`config.mk`:
```
export PLATFORM = sky130hd
export DESIGN_NAME = bus_master_if
export DESIGN_NICKNAME = d
export VERILOG_FILES = /design/src/rtl/bus_pkg.sv /design/src/rtl/bus_timeout_cnt.sv /design/src/rtl/bus_master_if.sv
export SDC_FILE = /design/constraint.sdc
export NUM_CORES = 1
export LEC_CHECK = 0
export ABC_AREA = 1
export BUFFER_PORTS_ARGS = -buffer_cell sky130_fd_sc_hd__buf_2
export CORE_ASPECT_RATIO = 0.9
export CORE_MARGIN = 4
export CORE_UTILIZATION = 50
export DETAILED_ROUTE_END_ITERATION = 10
export PLACE_DENSITY = 0.9
export RECOVER_POWER = 25
export SETUP_SLACK_MARGIN = 0.02
export SLEW_MARGIN = 0
export SYNTH_ARGS = -nofsm -noshare
export SYNTH_HDL_FRONTEND = slang
export SYNTH_SLANG_ARGS = --single-unit
```
`constraint.sdc`:
```
create_clock -name clk -period 1.86 [get_ports clk]
set_input_delay 0 -clock clk [delete_from_list [all_inputs] [get_ports clk]]
set_output_delay 0 -clock clk [all_outputs]
set_load 0.005 [all_outputs]
```
`src/rtl/bus_pkg.sv`:
```
// Shared bus master definitions: widths, FSM state encoding, timeout limit.
// Pure definitions, no logic; imported by the bus master and its timeout counter.
// No flow control of its own.
package bus_pkg;

  localparam int ADDR_W = 30;
  localparam int DATA_W = 32;

  localparam int          TMO_W              = 8;
  localparam int unsigned BUS_TIMEOUT_CYCLES = 255;
  localparam logic [TMO_W-1:0] TMO_LAST = TMO_W'(BUS_TIMEOUT_CYCLES - 1);

  localparam logic [1:0] ST_IDLE   = 2'd0;
  localparam logic [1:0] ST_REQ    = 2'd1;
  localparam logic [1:0] ST_ACCESS = 2'd2;
  localparam logic [1:0] ST_STALL  = 2'd3;

  // Core request captured when the access strobe is accepted.
  typedef struct packed {
    logic [ADDR_W-1:0] addr;
    logic              rw;
    logic [DATA_W-1:0] wr_data;
  } req_t;

endpackage

```
`src/rtl/bus_timeout_cnt.sv`:
```
// Counts ACCESS cycles; expired flags the last allowed cycle without slave ready.
// Combinational expired, counter clears on the edge after run drops.
// No backpressure; saturates at the limit.
module bus_timeout_cnt
  import bus_pkg::*;
(
  input  logic clk,
  input  logic reset,
  input  logic run,
  output logic expired
);

  logic [TMO_W-1:0] cnt;

  always_ff @(posedge clk) begin
    if (reset || !run) begin
      cnt <= '0;
    end else if (cnt != TMO_LAST) begin
      cnt <= cnt + 1'b1;
    end
  end

  assign expired = run && (cnt == TMO_LAST);

endmodule

```
`src/rtl/bus_master_if.sv`:
```
// Core-to-bus master: arbitrates, issues one bus_as_ pulse per access, returns read data.
// Latency 3 cycles as_ to rd_data with immediate grant and zero-wait slave; optional BUS_MASTER_IF_TIMEOUT_EN.
// Backpressure via combinational busy; flush aborts only before grant.
module bus_master_if
  import bus_pkg::*;
(
  input  logic              clk,
  input  logic              reset,
  input  logic              stall,
  input  logic              flush,
  input  logic              as_,
  input  logic              rw,
  input  logic [ADDR_W-1:0] addr,
  input  logic [DATA_W-1:0] wr_data,
  output logic [DATA_W-1:0] rd_data,
  output logic              busy,
  output logic              err,
  output logic              bus_req_,
  input  logic              bus_grnt_,
  output logic [ADDR_W-1:0] bus_addr,
  output logic              bus_as_,
  output logic              bus_rw,
  output logic [DATA_W-1:0] bus_wr_data,
  input  logic [DATA_W-1:0] bus_rd_data,
  input  logic              bus_rdy_
);

  logic [1:0] state;
  req_t       req;
  logic       tmo;

`ifdef BUS_MASTER_IF_TIMEOUT_EN
  logic tmo_run;
  assign tmo_run = (state == ST_ACCESS);

  bus_timeout_cnt u_timeout_cnt (
    .clk     (clk),
    .reset   (reset),
    .run     (tmo_run),
    .expired (tmo)
  );

  // Slave ready on the final cycle still wins over the timeout.
  always_ff @(posedge clk) begin
    if (reset) begin
      err <= 1'b0;
    end else begin
      err <= tmo && bus_rdy_;
    end
  end
`else
  assign tmo = 1'b0;
  assign err = 1'b0;
`endif

  always_ff @(posedge clk) begin
    if (reset) begin
      state       <= ST_IDLE;
      req         <= '0;
      bus_req_    <= 1'b1;
      bus_as_     <= 1'b1;
      bus_rw      <= 1'b1;
      bus_addr    <= '0;
      bus_wr_data <= '0;
      rd_data     <= '0;
    end else begin
      bus_as_ <= 1'b1;
      case (state)
        ST_IDLE: begin
          if (!as_ && !flush) begin
            req      <= '{addr: addr, rw: rw, wr_data: wr_data};
            bus_req_ <= 1'b0;
            state    <= ST_REQ;
          end
        end
        ST_REQ: begin
          if (flush) begin
            bus_req_ <= 1'b1;
            state    <= ST_IDLE;
          end else if (!bus_grnt_) begin
            bus_addr    <= req.addr;
            bus_rw      <= req.rw;
            bus_wr_data <= req.wr_data;
            bus_as_     <= 1'b0;
            state       <= ST_ACCESS;
          end
        end
        ST_ACCESS: begin
          // Flush is deliberately ignored here: a started access always completes.
          if (!bus_rdy_) begin
            bus_req_ <= 1'b1;
            if (bus_rw) begin
              rd_data <= bus_rd_data;
            end
            state <= stall ? ST_STALL : ST_IDLE;
          end else if (tmo) begin
            bus_req_ <= 1'b1;
            rd_data  <= '0;
            state    <= stall ? ST_STALL : ST_IDLE;
          end
        end
        ST_STALL: begin
          if (!stall) begin
            state <= ST_IDLE;
          end
        end
        default: state <= ST_IDLE;
      endcase
    end
  end

  always_comb begin
    busy = 1'b0;
    case (state)
      ST_IDLE:   busy = !as_ && !flush;
      ST_REQ:    busy = 1'b1;
      ST_ACCESS: busy = bus_rdy_;
      default:   busy = 1'b0;
    endcase
  end

endmodule

```
Word-level counts from Yosys, hierarchy flattened
Index checks and enable logic that the tools add are counted.
{"block": "totals", "ff_bits": 162, "in_bits": 102, "out_inout_bits": 99, "elab_cells": 46}
{"block": "classes", "eq_ne": 8, "n_mux": 13, "n_bitwise": 4, "reduce_logical": 11}
{"operator": "2-to-1 mux 2 bit", "count": 6}
{"operator": "!= test 2 bit, second input constant", "count": 4}
{"operator": "one-hot mux 2 bit (4 select lines)", "count": 1}
{"operator": "AND reduction 4 bit", "count": 2}
{"operator": "one-hot mux 1 bit (3 select lines)", "count": 2}
{"operator": "AND reduction 3 bit", "count": 2}
{"operator": "== test 2 bit, second input constant", "count": 2}
{"operator": "2-to-1 mux 1 bit", "count": 4}
{"operator": "NOT 1 bit", "count": 4}
{"operator": "!= test 3 bit, second input constant", "count": 1}
{"operator": "nonzero test 3 bit", "count": 1}
{"operator": "OR reduction 3 bit", "count": 1}
{"operator": "== test 2 x 1 -> 1 bit, second input constant", "count": 1}
{"operator": "logical NOT 1 bit", "count": 2}
{"operator": "logical NOT 2 bit", "count": 1}
{"operator": "AND reduction 2 bit", "count": 1}
{"operator": "logical AND 1 bit", "count": 1}

Depth between registers and ports, before layout
{"block": "logic_depth", "word_depth": 4, "mapped_depth": 8, "depth_no_buf": 8}

Worst setup path after synthesis
No wires, ideal clock.
{"block": "synth_path", "path_kind": "register to register", "start": "register state[1]", "end": "register bus_addr[19]", "setup_time_ns": 0.116, "arrival_ns": 1.211, "required_time_ns": 1.744, "setup_slack_ns": 0.533, "path_stages_with_launch": 9, "path_buffers": 1, "synth_period_minus_slack_ns": 1.327, "path_cell_list": "dfxtp_1 inv_1 ha_1 nand2_2 nor2_4 inv_2 buf_6 nor2_1 nor2_1"}
{"block": "synth_via", "elab_chain_len": 2}
{"item": "start: declaration", "line": "bus_master_if.sv:28", "text": "logic [1:0] state;"}
{"item": "start signal: assignment", "line": "bus_master_if.sv:95", "text": "state <= stall ? ST_STALL : ST_IDLE;"}
{"item": "start signal: assignment", "line": "bus_master_if.sv:99", "text": "state <= stall ? ST_STALL : ST_IDLE;"}
{"item": "== test 2 x 1 -> 1 bit", "line": "bus_master_if.sv:68", "text": "case (state)"}
{"item": "AND reduction 3 bit (no source line)"}
{"item": "end signal: assignment", "line": "bus_master_if.sv:81", "text": "bus_addr <= req.addr;"}
{"item": "end: declaration", "line": "bus_master_if.sv:20", "text": "output logic [ADDR_W-1:0] bus_addr,"}
Every way passes these cells.
A chain may end at the register's enable or synchronous reset.

Worst setup path in the final report
Same ends and word-level chain as after synthesis.

==> impl_metrics.sql <==
INSERT INTO impl_metrics (metric_group, metric, value, unit) VALUES
('final_layout', 'finalNetCount', '1125', ''),
('detailed_routing', 'drc', '0', ''),
('cts', 'clock_sinks', '162', ''),
('yosys', 'ys_ff_latch', '162', ''),
('yosys', 'post_synth.cell_area_avg', '7.93', 'um2'),
('timing', 'fraction_of_the_cycle_the_final_worst_path_needs', '90.8', '%'),
('timing', 'finalClockSkew', '0.0102', 'ns'),
('floorplanning', 'die-height', '111', 'um'),
('detailed_routing', 'ant_nets', '0', ''),
('timing', 'max_transition_margin', '46.8', '%'),
('detailed_routing', 'drtPass1Iterations', '6', ''),
('power_and_ir_drop', 'power.density_cell_area', '1240', 'nW/um2'),
('detailed_routing', 'wl', '18.6', 'mm'),
('worst_setup_path', 'endpoint_kind', 'register', ''),
('timing', 'setup_viol', '0', ''),
('worst_setup_path', 'timing.critical_path.from_type', 'register', ''),
('timing', 'hold_violations', '0', ''),
('cts', 'clock_tree_from_tritoncts', 'yes', ''),
('cts', 'tritoncts_buffers', '17', ''),
('worst_setup_path', 'timing.setup.critical_path_class', 'reg2reg', ''),
('cts', 'clock_tree.root_cell', 'clkbuf_16', ''),
('cts', 'worst_skew_pair.late_latency', '0.42', 'ns'),
('worst_setup_path', 'critPathSlowestCell', 'buf_4', ''),
('cts', 'htree_num_levels', '4', ''),
('final_layout', 'multi_input_comb_area', '2250', 'um2'),
('floorplanning', 'die_area', '13500', 'um2'),
('global_route', 'grt_start_max_net_pins', '98', ''),
('cts', 'ctsLongestPathBuffers', '2', ''),
('final_layout', 'ff_latch_area', '3240', 'um2'),
('final_layout', 'area.growth.synth_to_final', '43.2', '%'),
('timing', 'timing.setup.tns', '0', 'ns'),
('global_route', 'grt-ovfl-total', '0', ''),
('job', 'number_of_max_cap_violations', '0', ''),
('floorplanning', 'initial_utilization', '51.2', '%'),
('worst_setup_path', 'reg2reg_slack', '0.17', 'ns'),
('yosys', 'synth_area_leader_cell', 'dfxtp_1', ''),
('power_and_ir_drop', 'totalPowerFinal', '10.4', 'mW'),
('detailed_routing', 'via_count_normalized_by_instance_count', '5.16', ''),
('final_layout', 'antennaDiodeCount', '0', ''),
('floorplanning', 'placementRows', '37', ''),
('timing', 'period_needed', '1.69', 'ns'),
('yosys', 'synthCells', '738', ''),
('detailed_routing', 'initialDrtViolationCount', '554', ''),
('yosys', 'synth.area.top_cells', 'dfxtp_1 55%, nor2_1 20%, o21ai_0 13%, buf_6 2.3%, ha_1 1.3%', ''),
('cts', 'clkTransAtPathRegs', '0.06', 'ns'),
('detailed_routing', 'num_vias', '6124', ''),
('timing', 'hold_slack', '0.0754', 'ns'),
('floorplanning', 'coreArea', '11400', 'um2'),
('final_layout', 'layout-drive-gt1-share', '21.5', '%'),
('place', 'globalplace.congestion', '0.784', ''),
('status', 'outcome', 'complete, no violations', ''),
('global_route', 'gr-usage-all-layers', '27.7', '%'),
('final_layout', 'final_cell_count_no_fill', '1186', ''),
('yosys', 'synth_warnings', '0', ''),
('place', 'dp_cells', '1056', ''),
('yosys', 'synthesis.nets', '846', ''),
('worst_setup_path', 'timing.critical_path.fanout_max', '45', ''),
('floorplanning', 'design.portCount', '201', ''),
('yosys', 'netlist.area_leader.share', '55.4', '%'),
('worst_setup_path', 'path_delay_family', 'buffers and inverters', ''),
('timing', 'timing.fmax', '0.592', 'GHz'),
('worst_setup_path', 'worstPathRequired', '2.20', 'ns'),
('timing', 'grt_setup_unrepaired', 'false', ''),
('final_layout', 'number_of_fill_cells_in_the_layout', '823', ''),
('timing', 'worstMarginPinSlew', '0.799', 'ns'),
('timing', 'final-max-slew-violation-count', '0', ''),
('worst_setup_path', 'cp_slowest_stage_delay', '0.38', 'ns'),
('worst_setup_path', 'cells_along_the_critical_path', 'inv_1, ha_1, nand2_2, nor2_4, buf_4, o21ai_0, nor2_1', ''),
('power_and_ir_drop', 'p_leak', '4.00', 'nW'),
('yosys', 'combined_area_of_all_synthesized_cells', '5850', 'um2'),
('yosys', 'synth.yosys.seq_area_share', '55.4', '%'),
('worst_setup_path', 'crit_buf_inv', '2', ''),
('power_and_ir_drop', 'power.ir.vdd_worst', '0.790', 'mV'),
('global_route', 'number_of_global_route_vias_before_repair', '6108', ''),
('global_route', 'antenna_found_initial', '0', ''),
('hold_path', 'hp-class', 'in2reg', ''),
('global_route', 'wire_length_of_the_first_global_routing_pass', '29.6', 'mm'),
('worst_setup_path', 'timing.critical_path.arrival', '2.03', 'ns'),
('yosys', 'synthDistinctLibCells', '21', ''),
('detailed_routing', 'routed_wire_per_std_cell', '15.7', 'um'),
('place', 'port_buffers', '199', ''),
('floorplanning', 'die_w', '122', 'um'),
('place', 'hpwlAfterDp', '9.76', 'mm');
[cell type report]
| cell class | instances | share of cell area [%] |
|---|---|---|
| inverters | 11 | 0.657 |
| clock buffers | 22 | 5.66 |
| repair buffers | 309 | 24.3 |
| multi-input cells | 516 | 26.8 |
| flip-flops and latches | 162 | 38.7 |
| well taps | 156 | 2.33 |
| clock inverters | 10 | 1.57 |
[flip-flops by register name (all words and copies together) (netlist names)]
name and flops:
state 2, rd_data 32, bus_req_ 1, bus_rw 1, bus_addr 30, bus_as_ 1, req 63, bus_wr_data 32
[Yosys cell counts]
cell	instances
nand2_2	1
buf_4	2
nor2_2	12
o21ai_1	5
conb_1	1
ha_1	6
buf_6	12
buf_2	8
a21oi_1	3
inv_1	7
nor2_1	313
clkbuf_2	11
nand2_1	14
inv_2	3
nand3_1	7
clkbuf_1	15
dfxtp_1	162
inv_12	1
nor2_4	1
o21ai_0	153
buf_8	1
[timing repair]
action                                  in CTS  in global routing
buffers inserted                             0                  0
endpoints found under the hold margin       97                  0
endpoints found under the setup margin       1                  1
resized for setup                            1                  2
pin swaps                                    0                  0
hold buffers                                98                  0
[logic make-up after synthesis]
group                    count (synthesis)  synth area share, %
AND/OR/NAND/NOR                        348                 23.2
AO/OA/AOI/OAI                          161                 13.8
buffers and inverters                   60                 6.33
other                                    1               0.0641
flip-flops                             162                 55.4
adder cells (fa/ha/maj)                  6                 1.28
[path summary, 6_finish.rpt]
path         startpoint           end  depth (start not counted)
min reg2reg    bus_req_      bus_req_                          2
max reg2reg    state[1]  bus_addr[19]                          7
max            state[1]  bus_addr[19]                          7
min                 as_       req[57]                          5
[layer usage]
layer / part of all wire [%] / GRT usage, % / vias to the layer above / wire length (um)
li1: - / - / 2920 / -
met1: 37 / 30.5 / 2774 / 6910
met2: 50 / 47.3 / 353 / 9250
met3: 9.0 / 8.81 / 77 / 1680
met4: 4.0 / 14.5 / 0 / 741
met5: 0 / 0 / - / 0
[stage by stage]
stage / utilization (%) / setup slack, ns / cell area [um2]
CTS: 73.7 / 0.0404 / 8430
finish: 73.3 / 0.170 / 8380
global placement: 59.8 / 0.262 / 6830
global route: 73.3 / 0.0538 / 8380
floorplan: - / 0.533 / 5850
detailed placement: 59.8 / 0.218 / 6830
[power by group]
part / leakage [nW] / switching [mW] / internal, mW
sequential: 1.32 / 0.369 / 4.13
clock: 0.300 / 1.35 / 2.21
combinational: 2.38 / 1.39 / 0.966
total: 4.00 / 3.11 / 7.30
[tightest hold or removal path, stage by stage]
cell and delay, ns:
buf_2 0.10, nor2_2 0.06, nand2_4 0.13, o21ai_0 0.09, nor2_1 0.07
[cell usage in the layout (no fill, tap or decap), types with 2 or more instances in the layout]
cell           count
clkbuf_16         17
clkbuf_1          42
inv_2              2
inv_1              7
clkbuf_8           3
nor2_1           313
o21ai_0          153
a21oi_1            3
clkinv_2           6
ha_1               6
bufinv_16          3
buf_4             10
nand2_1           13
buf_2            159
dfxtp_1          161
dlygate4sd3_1     98
nor2_2            12
nand3_1            7
o21ai_1            5
No activity file was read; power rests on OpenSTA's default activity.
